File: src/rtl/alu_result_fifo.sv
// alu_result_fifo: first-word fall-through FIFO of ALU results with stored zero/msb flags.
// Defining ALU_RES_STATS_EN adds a saturating drop_cnt of pushes refused while full.
module alu_result_fifo #(
  parameter int DEPTH = 4,
  parameter int ACC_W = 64,
  parameter int SEL_W = 3
)(
  input  logic                     clk,
  input  logic                     rst_n,
  input  logic                     in_valid,
  output logic                     in_ready,
  input  logic [ACC_W-1:0]         Acc,
  input  logic [SEL_W-1:0]         sel,
  output logic                     out_valid,
  input  logic                     out_ready,
  output logic [ACC_W-1:0]         out_acc,
  output logic [SEL_W-1:0]         out_sel,
  output logic                     out_zero,
  output logic                     out_msb,
  output logic [$clog2(DEPTH):0]   count,
  output logic                     full,
`ifdef ALU_RES_STATS_EN
  output logic [15:0]              drop_cnt,
`endif
  output logic                     empty
);
  localparam int AW = $clog2(DEPTH);
  localparam int CW = AW + 1;
  localparam int EW = ACC_W + SEL_W + 2;
  logic [EW-1:0] mem [DEPTH];
  logic [AW-1:0] wr_ptr, rd_ptr;
  logic push, pop;
  assign empty     = count == '0;
  assign full      = count == CW'(DEPTH);
  assign in_ready  = !full;
  assign out_valid = !empty;
  assign push      = in_valid && in_ready;
  assign pop       = out_valid && out_ready;
  // Pointers wrap naturally because DEPTH is a power of two.
  always_ff @(posedge clk or negedge rst_n) begin
    if (!rst_n) begin
      wr_ptr <= '0;
      rd_ptr <= '0;
      count  <= '0;
    end else begin
      if (push) wr_ptr <= wr_ptr + 1'b1;
      if (pop) rd_ptr <= rd_ptr + 1'b1;
      count <= count + CW'(push) - CW'(pop);
    end
  end
  always_ff @(posedge clk) begin
    if (push) mem[wr_ptr] <= {Acc, sel, Acc == '0, Acc[ACC_W-1]};
  end
  assign {out_acc, out_sel, out_zero, out_msb} = empty ? '0 : mem[rd_ptr];
`ifdef ALU_RES_STATS_EN
  always_ff @(posedge clk or negedge rst_n) begin
    if (!rst_n) drop_cnt <= '0;
    else if (in_valid && !in_ready && drop_cnt != '1) drop_cnt <= drop_cnt + 1'b1;
  end
`endif
endmodule

File: config.mk
export PLATFORM = sky130hd
export DESIGN_NAME = alu_result_fifo
export DESIGN_NICKNAME = d
export VERILOG_FILES = /design/src/rtl/alu_result_fifo.sv
export SDC_FILE = /design/constraint.sdc
export NUM_CORES = 1
export LEC_CHECK = 0
export ABC_AREA = 1
export CORE_MARGIN = 4
export CORE_UTILIZATION = 55
export DETAILED_ROUTE_END_ITERATION = 6
export GPL_TIMING_DRIVEN = 1
export PLACE_DENSITY = 0.81
export RECOVER_POWER = 25
export REMOVE_ABC_BUFFERS = 1
export SLEW_MARGIN = 40
export SYNTH_ARGS = -nofsm -noshare
export SYNTH_HDL_FRONTEND = slang
export SYNTH_SLANG_ARGS = --single-unit
export TNS_END_PERCENT = 1
File: constraint.sdc
create_clock -name clk -period 5.9 [get_ports clk]
set_clock_uncertainty 0.2 [all_clocks]
set_input_delay 1.18 -clock clk [delete_from_list [all_inputs] [get_ports clk]]
set_output_delay 1.18 -clock clk [all_outputs]
set_load 0.005 [all_outputs]
## Word level (Yosys, flattened, before mapping)

Memories as Yosys holds them, arrays and structs flattened.
Index checks and enable logic that the tools add are counted.

- Register bits after elaboration: 7
- Input bits: 71
- Output and inout bits: 76
- Memory bits (writable): 276
- Word-level logic and storage cells: 18
- Memories kept: 1

- Equal/unequal tests: 1
- Multiplexer cells: 3
- $add $sub $neg: 4
- Reduce and logical (&&, ||, !) cells: 6

Memories:

| memory | words | width | read ports | clocked after Yosys merged registers in | wr ports | RTL line | text |
|---|---|---|---|---|---|---|---|
| mem | 4 | 69 | 1 | 0 | 1 | 30 | `logic [EW-1:0] mem [DEPTH];` |

Operator list:

| cell | number |
|---|---|
| $mux 69 | 1 |
| $logic_not 64->1 | 1 |
| $add 2x1->2 const B | 2 |
| $add 3x1->3 | 1 |
| $eq 3x3->1 const B | 1 |
| $logic_not 3->1 | 1 |
| $sub 3x1->3 | 1 |
| $logic_and 1x1->1 | 2 |
| $logic_not 1->1 | 2 |
| $mux 1 | 2 |

## Logic depth before layout (Yosys ltp)

Gate-level depths: netlist of run 1.

- Depth after elaboration: 5
- Gate-level depth with buffers: 8
- Gate-level depth less buffers: 8

## Worst setup path after synthesis of run 1

Ideal clock, no wire load.

- Path kind: input-to-reg
- Start: in in_valid
- End: mem mem[0][0] in the netlist's numbering, enable pin
- Stages on the path: 2
- Data required time: 5.205 ns
- Buffers on the path: 0
- Arrival: 4.137 ns
- Path slack: 1.068 ns
- Setup time: 0.495 ns
- Cell sequence: nand2_2 > nor2_1

- Word-level cells in the longest chain between the ends: 3

Ends and longest elaborated chain:

| what | RTL line | text |
|---|---|---|
| start: declaration | 10 | `input logic in_valid,` |
| $logic_and 1x1->1 | 37 | `assign push = in_valid && in_ready;` |
| $mux 1 | 52 | `if (push) mem[wr_ptr] <= {Acc, sel, Acc == '0, Acc[ACC_W-1]};` |
| $mux 1 (implied by the code) | 52 |  |
| end: declaration | 30 |  |

No other way between the ends.

## Worst setup path in the final report of run 1

- Start: reg rd_ptr[0]
- End: out out_acc[0]

- Word-level cells in the longest chain between the ends: 2

Ends and longest elaborated chain:

| what | RTL line | text |
|---|---|---|
| start: declaration | 31 | `logic [AW-1:0] wr_ptr, rd_ptr;` |
| start signal: assignment | 47 | `if (pop) rd_ptr <= rd_ptr + 1'b1;` |
| $mem_v2 4x69 | - |  |
| $mux 69 | 54 | `assign {out_acc, out_sel, out_zero, out_msb} = empty ? '0 : mem[rd_ptr];` |
| end: declaration | 16 | `output logic [ACC_W-1:0] out_acc,` |

No other way between the ends.

==> results of run 1 <==
==> worst max path at each step <==
stage / start / end / slack, ns / cells past startpoint
floorplan: rd_ptr[0]$_DFFE_PN0P_ / out_acc[62] / 0.26 / 3
global placement: rd_ptr[0]$_DFFE_PN0P_ / out_acc[10] / 1.65 / 5
detailed placement: rd_ptr[0]$_DFFE_PN0P_ / out_acc[0] / 1.48 / 5
CTS: rd_ptr[0]$_DFFE_PN0P_ / out_acc[0] / 0.93 / 5
global route: rd_ptr[0]$_DFFE_PN0P_ / out_acc[9] / 0.67 / 5
finish: rd_ptr[0]$_DFFE_PN0P_ / out_acc[0] / 1.03 / 5
==> worst max-delay path, stage by stage, from the launching register on <==
cell                              delay (ns)
sky130_fd_sc_hd__dfrtp_4                0.77
sky130_fd_sc_hd__clkinv_2               0.71
sky130_fd_sc_hd__buf_4                  0.55
sky130_fd_sc_hd__o21ai_0                0.29
sky130_fd_sc_hd__a21oi_1                0.12
sky130_fd_sc_hd__clkdlybuf4s50_1        0.49
==> layout make-up <==
cell class	instances	area, µm²	area share
multi-input cells	556	2500	0.180
flip-flops and latches	279	8350	0.602
well taps	270	338	0.0243
diodes	3	7.51	0.000541
repair buffers	161	1630	0.117
inverters	35	135	0.00974
clock buffers	36	772	0.0556
clock inverters	16	153	0.0110
==> state kept, by name, indices dropped and copies added (netlist names) <==
signal	count
mem	272
count	3
wr_ptr	2
rd_ptr	2
==> layer usage <==
metal	GRT usage	vias up	wire length, µm
li1	-	3494	-
met4	0.0490	0	382
met1	0.276	3604	9790
met2	0.395	274	12800
met5	0	-	0
met3	0.0425	38	1870
==> cell usage in the layout (no fill, tap or decap), drive strengths merged <==
master,instances
clkdlybuf4s50,106
bufinv,3
fa,1
o21ai,136
clkbuf,36
xor2,3
and2,3
a21oi,69
clkinvlp,1
nand4,4
nor3,1
nand3,2
dlygate4sd3,40
ha,6
nor2,310
edfxtp,272
clkinv,13
dfrtp,7
inv,34
buf,15
nand2,20
xnor2,1
diode,3
==> logic make-up after synthesis <==
group,Yosys count
simple gates,340
flops,279
compound gates,205
buf+inv,88
fa+ha+maj,7
xor+xnor,4
==> stage by stage <==
step | worst slack [ns] | power, mW
4_1_cts | 0.935 | 7.35
5_1_grt | 0.674 | 7.73
6_report | 1.03 | 7.29
3_5_place_dp | 1.48 | 5.59
3_3_place_gp | 1.65 | 5.49
2_1_floorplan | 0.261 | 4.12
==> power breakdown <==
group / switching (mW) / internal [mW] / total [mW]
Clock: 0.694 / 1.05 / 1.74
Sequential: 0.151 / 2.62 / 2.77
Combinational: 1.52 / 1.25 / 2.77
==> metrics list, run 1 <==
* Status: complete, no violations
- Post-Synthesis Cells: 923
- The floorplan has 52 rows.
* Synth top area share: 0.724
- Cell Count Post-Placement: 1300
- Number of setup buffers added after CTS: 0
* Period Utilization, post-route: 0.825
- The via count of the first global-routing pass was 7562.
- Proportion of synthesized chip area in sequential cells: 0.740
- Classification of the worst setup path: flop to output pin
- The congestion estimate from routability-driven global placement came to 0.719.
- Main combinational cell family by area after synthesis: simple AND/OR/NAND/NOR gates
- Detail-routed net length per standard cell: 18.3 µm
- In this run, CTS created clock tree buffers numbering 28.
- CTS saw 279 sinks.
* Grt total ovfl: 0
- Count of different cell masters after synthesis: 24
- Dividing the synthesized area by the synthesized cell count gives 12.2 µm².
- Post-Synth Adder-Cell Area: 0.00843
- Relative slew margins: 0.517
- In this run, synthesis inferred 272 flip-flops with an integrated enable.
- In this run the cell area measured after placement is 0.0129 mm².
* Overall die width: 151 µm
- Compared with the post-synthesis result, the final layout area differs by 23.0%.
- Final Core Density: 0.686
- Main synth FF type: sky130_fd_sc_hd__edfxtp_1
* Final-report setup violation count: 0
- The startpoint identified for the worst register-to-register timing path is count[1]$_DFF_PN0_.
* Finished Layout Cells: 1356
- Most common library cells after synthesis: 310 x sky130_fd_sc_hd__nor2_1, 272 x sky130_fd_sc_hd__edfxtp_1, 125 x sky130_fd_sc_hd__o21ai_0, 69 x sky130_fd_sc_hd__a21oi_1, 33 x sky130_fd_sc_hd__inv_1
- In this run the remaining antenna-violating nets after routing total 0.
* Number of antenna violations at the first check in global routing: 3
- Filler instances: 1431
- The wire-length estimate of the detail-placed layout is 14.6 mm.
- The worst hold path belongs to the class flop to flop.
- Summing over every cut layer, the via total after detailed routing is 7410.
- First-pass iteration count of the detailed router: 6
- After detailed routing, the number of remaining DRC violations is 0.
- Maximum count of clock buffers along a single path: 3
- Of the total synthesized cell area, the portion taken by AND, OR, NAND and NOR gates is 0.116.
- Number of warnings printed during yosys synthesis: 0
- In this run, synthesis produced a sequential element count of 279.
* Kind of launch point of the worst setup path: flop
- Number of I/O port buffers: 146
* DRT iter0 DRCs: 558
- Entering global routing, the biggest net connects 91 pins.
- Pwr/cell area: 525 mW/mm²
- Drt via density: 5.46
- First-pass GRT wire length: 39.1 mm
- Share of final-layout standard cells stronger than drive strength 1: 0.0628
- After synthesis, the cell types taking the most area are sky130_fd_sc_hd__edfxtp_1 72%, sky130_fd_sc_hd__nor2_1 10%, sky130_fd_sc_hd__o21ai_0 5.5%.
- The core region is 0.0202 mm².
- VDD sags by at most 413 µV.
- Total standard cell area after synthesis: 0.0113 mm²
* Compound-cell area share of the yosys netlist: 0.0909
* Max Freq: 0.205 GHz
- Across the run, the number of max-cap violations was 0.
- After layout, the minimum clock period comes to 4.87 ns.
* Clock latency on the worst-skew pair: 0.52 ns
- The worst hold path was traced through 2 stages.
* XOR/XNOR Fraction of Synth Area: 0.00311
* Endpoint required time on the critical path: 4.52 ns
- After synthesis, the share of cell area in mux cells is 0.
- Die height: 151 µm
* H-tree depth: 1
- Net total in the final layout: 1139
* Destination of the worst hold path: wr_ptr[1]$_DFFE_PN0P_
- The largest total area in the synthesized netlist belongs to sky130_fd_sc_hd__edfxtp_1.
* Critical register-to-register path endpoint: mem[1][13]$_DFFE_PP_
* Clk pin slew, worst setup/hold paths: 0.06 ns
- The tree is rooted in a sky130_fd_sc_hd__clkbuf_16.
* Count of pins on the block boundary: 147
* Number of max-slew violations in the final report: 0
- Total wire length after detailed routing: 24.8 mm
- By instance count, the leading cell after synthesis is sky130_fd_sc_hd__nor2_1.
* Transition at the pin with the smallest max-transition slack: 0.724 ns
- Data arrival time at the worst-slack endpoint: 3.49 ns
* Design area: 0.0139 mm²
* Total routing usage reported by global routing: 0.219
- STA classifies the critical path endpoint as an output pin.
- Max Fanout on Critical Path: 61
- Worst hold-check slack: 0.402 ns
* Final setup TNS: 0 ns
- Hold Crit Start: wr_ptr[1]$_DFFE_PN0P_
- DIE AREA: 0.0229 mm²
- Buffers inserted to repair hold after CTS numbered 0.
- CTS resizes: 0
* Endpoints failing hold: 0
- The initial utilization of the core area, before any placement, comes to 0.558.
* Share of synthesized flip-flops with an asynchronous set or reset: 0.0251
- The worst register-to-register path has a setup slack of 3.33 ns.
- CTS tree: yes
- Unrepaired setup endpoints after global routing: false
- The analysis attributes to cell leakage a power of 4.79 nW.
* Reg2Reg Depth: 5
No activity file was read; power rests on OpenSTA's default activity.
==> run 2: changes to the inputs <==
- CORE_UTILIZATION: 55 -> 50
- PLACE_DENSITY: 0.81 -> 0.77
- clock period: 5.9 -> 3.9 ns (I/O delays scaled with it)
==> run 2 against run 1 <==
  * First-iteration DRC count fell by 3.6%
  * Worst setup slack lost 0.77 ns
  * Utilization down 5.2 points
  * Design area increased by 0.68%
  * Critical path depth grew 1
  * Sequential power rose by 49%
  * Register-to-register slack got worse by 2.1 ns
  * Critical endpoint is now out_acc[27]
  * Sequential share of layout area fell by 0.40 points
  * Die area increased by 9.5%
  * Sequential cell count unchanged
  * Via count decreased by 1.1%
  * Non-clock buffer count rose by 1
==> metrics list, run 2 (synthesis results as in run 1) <==
- Summing all multi-input logic gate instances after layout gives 0.00250 mm².
- The initial antenna violation count came to 4.
- Die height: 158 µm
* Cts bufs inserted: 29
- Worst stage delay on the critical path: 0.55 ns
- Of the total power, combinational logic draws 0.381.
- Most common cell after layout, fill and taps aside: sky130_fd_sc_hd__nor2_1
- Internal power: 7.65 mW
- Pin count of the biggest net entering global routing: 137
* Number of I/O port buffers: 146
* Top register by number of flip-flops: mem
* Count of pins on the block boundary: 147
* First-pass GRT wire length: 38.9 mm
* Relative slew margins: 0.485
- In this design, the largest share of critical-path delay is due to buffers and inverters.
* Number of standard-cell rows in the floorplan: 54
- Max Freq: 0.275 GHz
- The count of final hold-check violations is 0.
* Root Driver: sky130_fd_sc_hd__clkbuf_16
* Critical Path End Type: output pin
- Flip-flop count of the largest register, all copies and words added: 272
- Clock latency on the worst-skew pair: 0.53 ns
- met2 is the most crowded layer.
- Kind of launch point of the worst setup path: flop
* Transition at the pin with the smallest max-transition slack: 0.771 ns
- On the final layout, the worst hold slack is 0.406 ns.
- CTS built an H-tree with a depth of 1.
- DIE AREA: 0.0250 mm²
- Endpoint required time on the critical path: 2.92 ns
- The tool flagged a number of max-cap violations equal to 0.
- Power spread over the standard cell area amounts to 803 mW/mm².
- Vias in the first global route: 7315
- For this run, design rule violations remaining after detail routing come to 0.
- Data arrival time at the worst-slack endpoint: 2.66 ns
* Classification of the worst setup path: flop to output pin
- For met2 alone, demand over resource in global routing was 0.337.
- Period Utilization, post-route: 0.932
* Net total in the final layout: 1141
- Post-CTS timing repair inserted 0 buffers for setup.
- Leakage power summed over all cells: 4.83 nW
- For met3 alone, demand over resource in global routing was 0.0377.
- Global routing met1 resource utilization: 0.266
- Area inside the core boundary: 0.0220 mm²
* Most frequent cells in the layout: 306 x sky130_fd_sc_hd__nor2_1, 272 x sky130_fd_sc_hd__edfxtp_1, 125 x sky130_fd_sc_hd__o21ai_0
- After detailed routing, the total wire length is 24.7 mm.
- Final-report setup violation count: 0
- Number of clock sinks seen by CTS: 279
* First-pass iteration count of the detailed router: 5
- After clock tree synthesis, the clock-pin slew on the worst setup and hold paths is 0.06 ns.
- Of the total power, the share spent switching nets is 0.318.
- Max Fanout on Critical Path: 60
- CP Buf/Inv Count: 2
- The flow ran to the end, and the final reports show no timing, DRC or antenna violations.
- Net load switching power: 3.57 mW
- Summed over all layers, the global routing overflow is 0.
- Register share of total power: 0.367
* Routed via count: 7328
- Clock network fraction of design power: 0.253
- Highest ir drop seen on vdd: 585 µV
- Number of max-slew violations in the final report: 0
* Cell area after placement: 0.0130 mm²
* Initial cell density of the core: 0.512
- Cell Count Post-Placement: 1312
* Total power of the final layout: 11.2 mW
* Worst-path cell with the longest stage delay: sky130_fd_sc_hd__buf_4
- The cell that appears most often on the critical path is sky130_fd_sc_hd__nor2_1.
* Unrepaired setup endpoints after global routing: false
- Hold buffer count at cts: 0
- Total routing usage reported by global routing: 0.198
- Detail-routed net length per standard cell: 18.1 µm
* Antenna viol nets, final: 0
* Signed area change from the synthesized netlist to the final layout: 23.8%
- Largest registers: mem: 272 flops, count: 3 flops
* Routability cong.: 0.741
- The finished layout holds 1366 standard cells, fillers aside.
- DRT iter0 DRCs: 538
- Counting along the longest clock path gives a buffer depth of 3.
- Final Core Density: 0.634
- In this run the worst hold path is classified as primary input to async pin.
* Ordered cell list for the critical path: buf_4 > nor2_1 > nor2_1 > o21ai_0 > a21oi_1 > clkdlybuf4s50_1
- HPWL after detailed placement: 14.5 mm
- Design area: 0.0140 mm²
* CTS tree: yes
- Using the TritonRoute via totals, the vias-per-cell ratio works out to 5.36.
* Share of final-layout standard cells stronger than drive strength 1: 0.0636
- Across the whole layout, storage elements account for 0.00835 mm².
* CTS resizes: 0
* Overall die width: 158 µm
- For the finished layout, the period the worst path requires is 3.64 ns.
- The filler cells instantiated in the layout total 1720.
## run 2: cell count changes in the layout (fill, tap and decap cells not counted), moves of 2 or more
cell	change
sky130_fd_sc_hd__diode_2	-2
sky130_fd_sc_hd__buf_6	-3
sky130_fd_sc_hd__buf_4	+2
sky130_fd_sc_hd__clkinv_2	-4
sky130_fd_sc_hd__bufinv_16	+3
sky130_fd_sc_hd__buf_12	+4
sky130_fd_sc_hd__clkbuf_8	-2
## run 2: routing by layer
metal / wire length [µm] / up-vias / share of wire
met5: 39 / - / 0.0016
met4: 551 / 6 / 0.022
met3: 1720 / 44 / 0.069
met2: 12200 / 267 / 0.49
met1: 10200 / 3516 / 0.41
li1: - / 3495 / -
## run 2: power groups by stage
stage	sequential [mW]	combinational [mW]	clock (mW)
final	4.12	4.27	2.84
after global routing	4.16	4.76	3.03
after detailed placement	4.18	4.34	0
after floorplan	4.40	1.83	0
after CTS	4.12	4.36	2.89
after global placement	4.15	4.26	0
## run 2: layout make-up
class | instances | area share
well taps | 280 | 0.0251
diodes | 1 | 0.000179
repair buffers | 162 | 0.118
inverters | 35 | 0.00958
clock inverters | 18 | 0.0176
flip-flops and latches | 279 | 0.598
clock buffers | 35 | 0.0536
multi-input cells | 556 | 0.179
## run 2: worst register-to-register path, cell delays in order (launching register included)
cell	delay, ns
sky130_fd_sc_hd__dfrtp_1	0.45
sky130_fd_sc_hd__nor3_4	0.24
sky130_fd_sc_hd__buf_12	0.35
sky130_fd_sc_hd__nor2_1	0.19
sky130_fd_sc_hd__ha_1	0.31
sky130_fd_sc_hd__inv_1	0.04
sky130_fd_sc_hd__ha_1	0.19
sky130_fd_sc_hd__fa_1	0.40
sky130_fd_sc_hd__xor2_1	0.17
## run 2: final timing paths
kind                                       start               endpoint  slack [ns]  cells after the start
max reg2reg                   count[1]$_DFF_PN0_     count[2]$_DFF_PN0_        1.24                      8
min                                        rst_n     count[1]$_DFF_PN0_        0.41                      1
max in group asynchronous                  rst_n  rd_ptr[0]$_DFFE_PN0P_        2.79                      1
max                        rd_ptr[0]$_DFFE_PN0P_            out_acc[27]        0.26                      6
min in group clk           wr_ptr[1]$_DFFE_PN0P_  wr_ptr[1]$_DFFE_PN0P_        0.41                      2
min reg2reg                wr_ptr[1]$_DFFE_PN0P_  wr_ptr[1]$_DFFE_PN0P_        0.41                      2
## run 2: per-stage QoR
step	TNS, ns	setup slack, ns
3_3_place_gp	0	0.854
2_1_floorplan	-234.81	-1.34
5_1_grt	0	0.0815
4_1_cts	0	0.216
3_5_place_dp	0	0.787
6_report	0	0.264
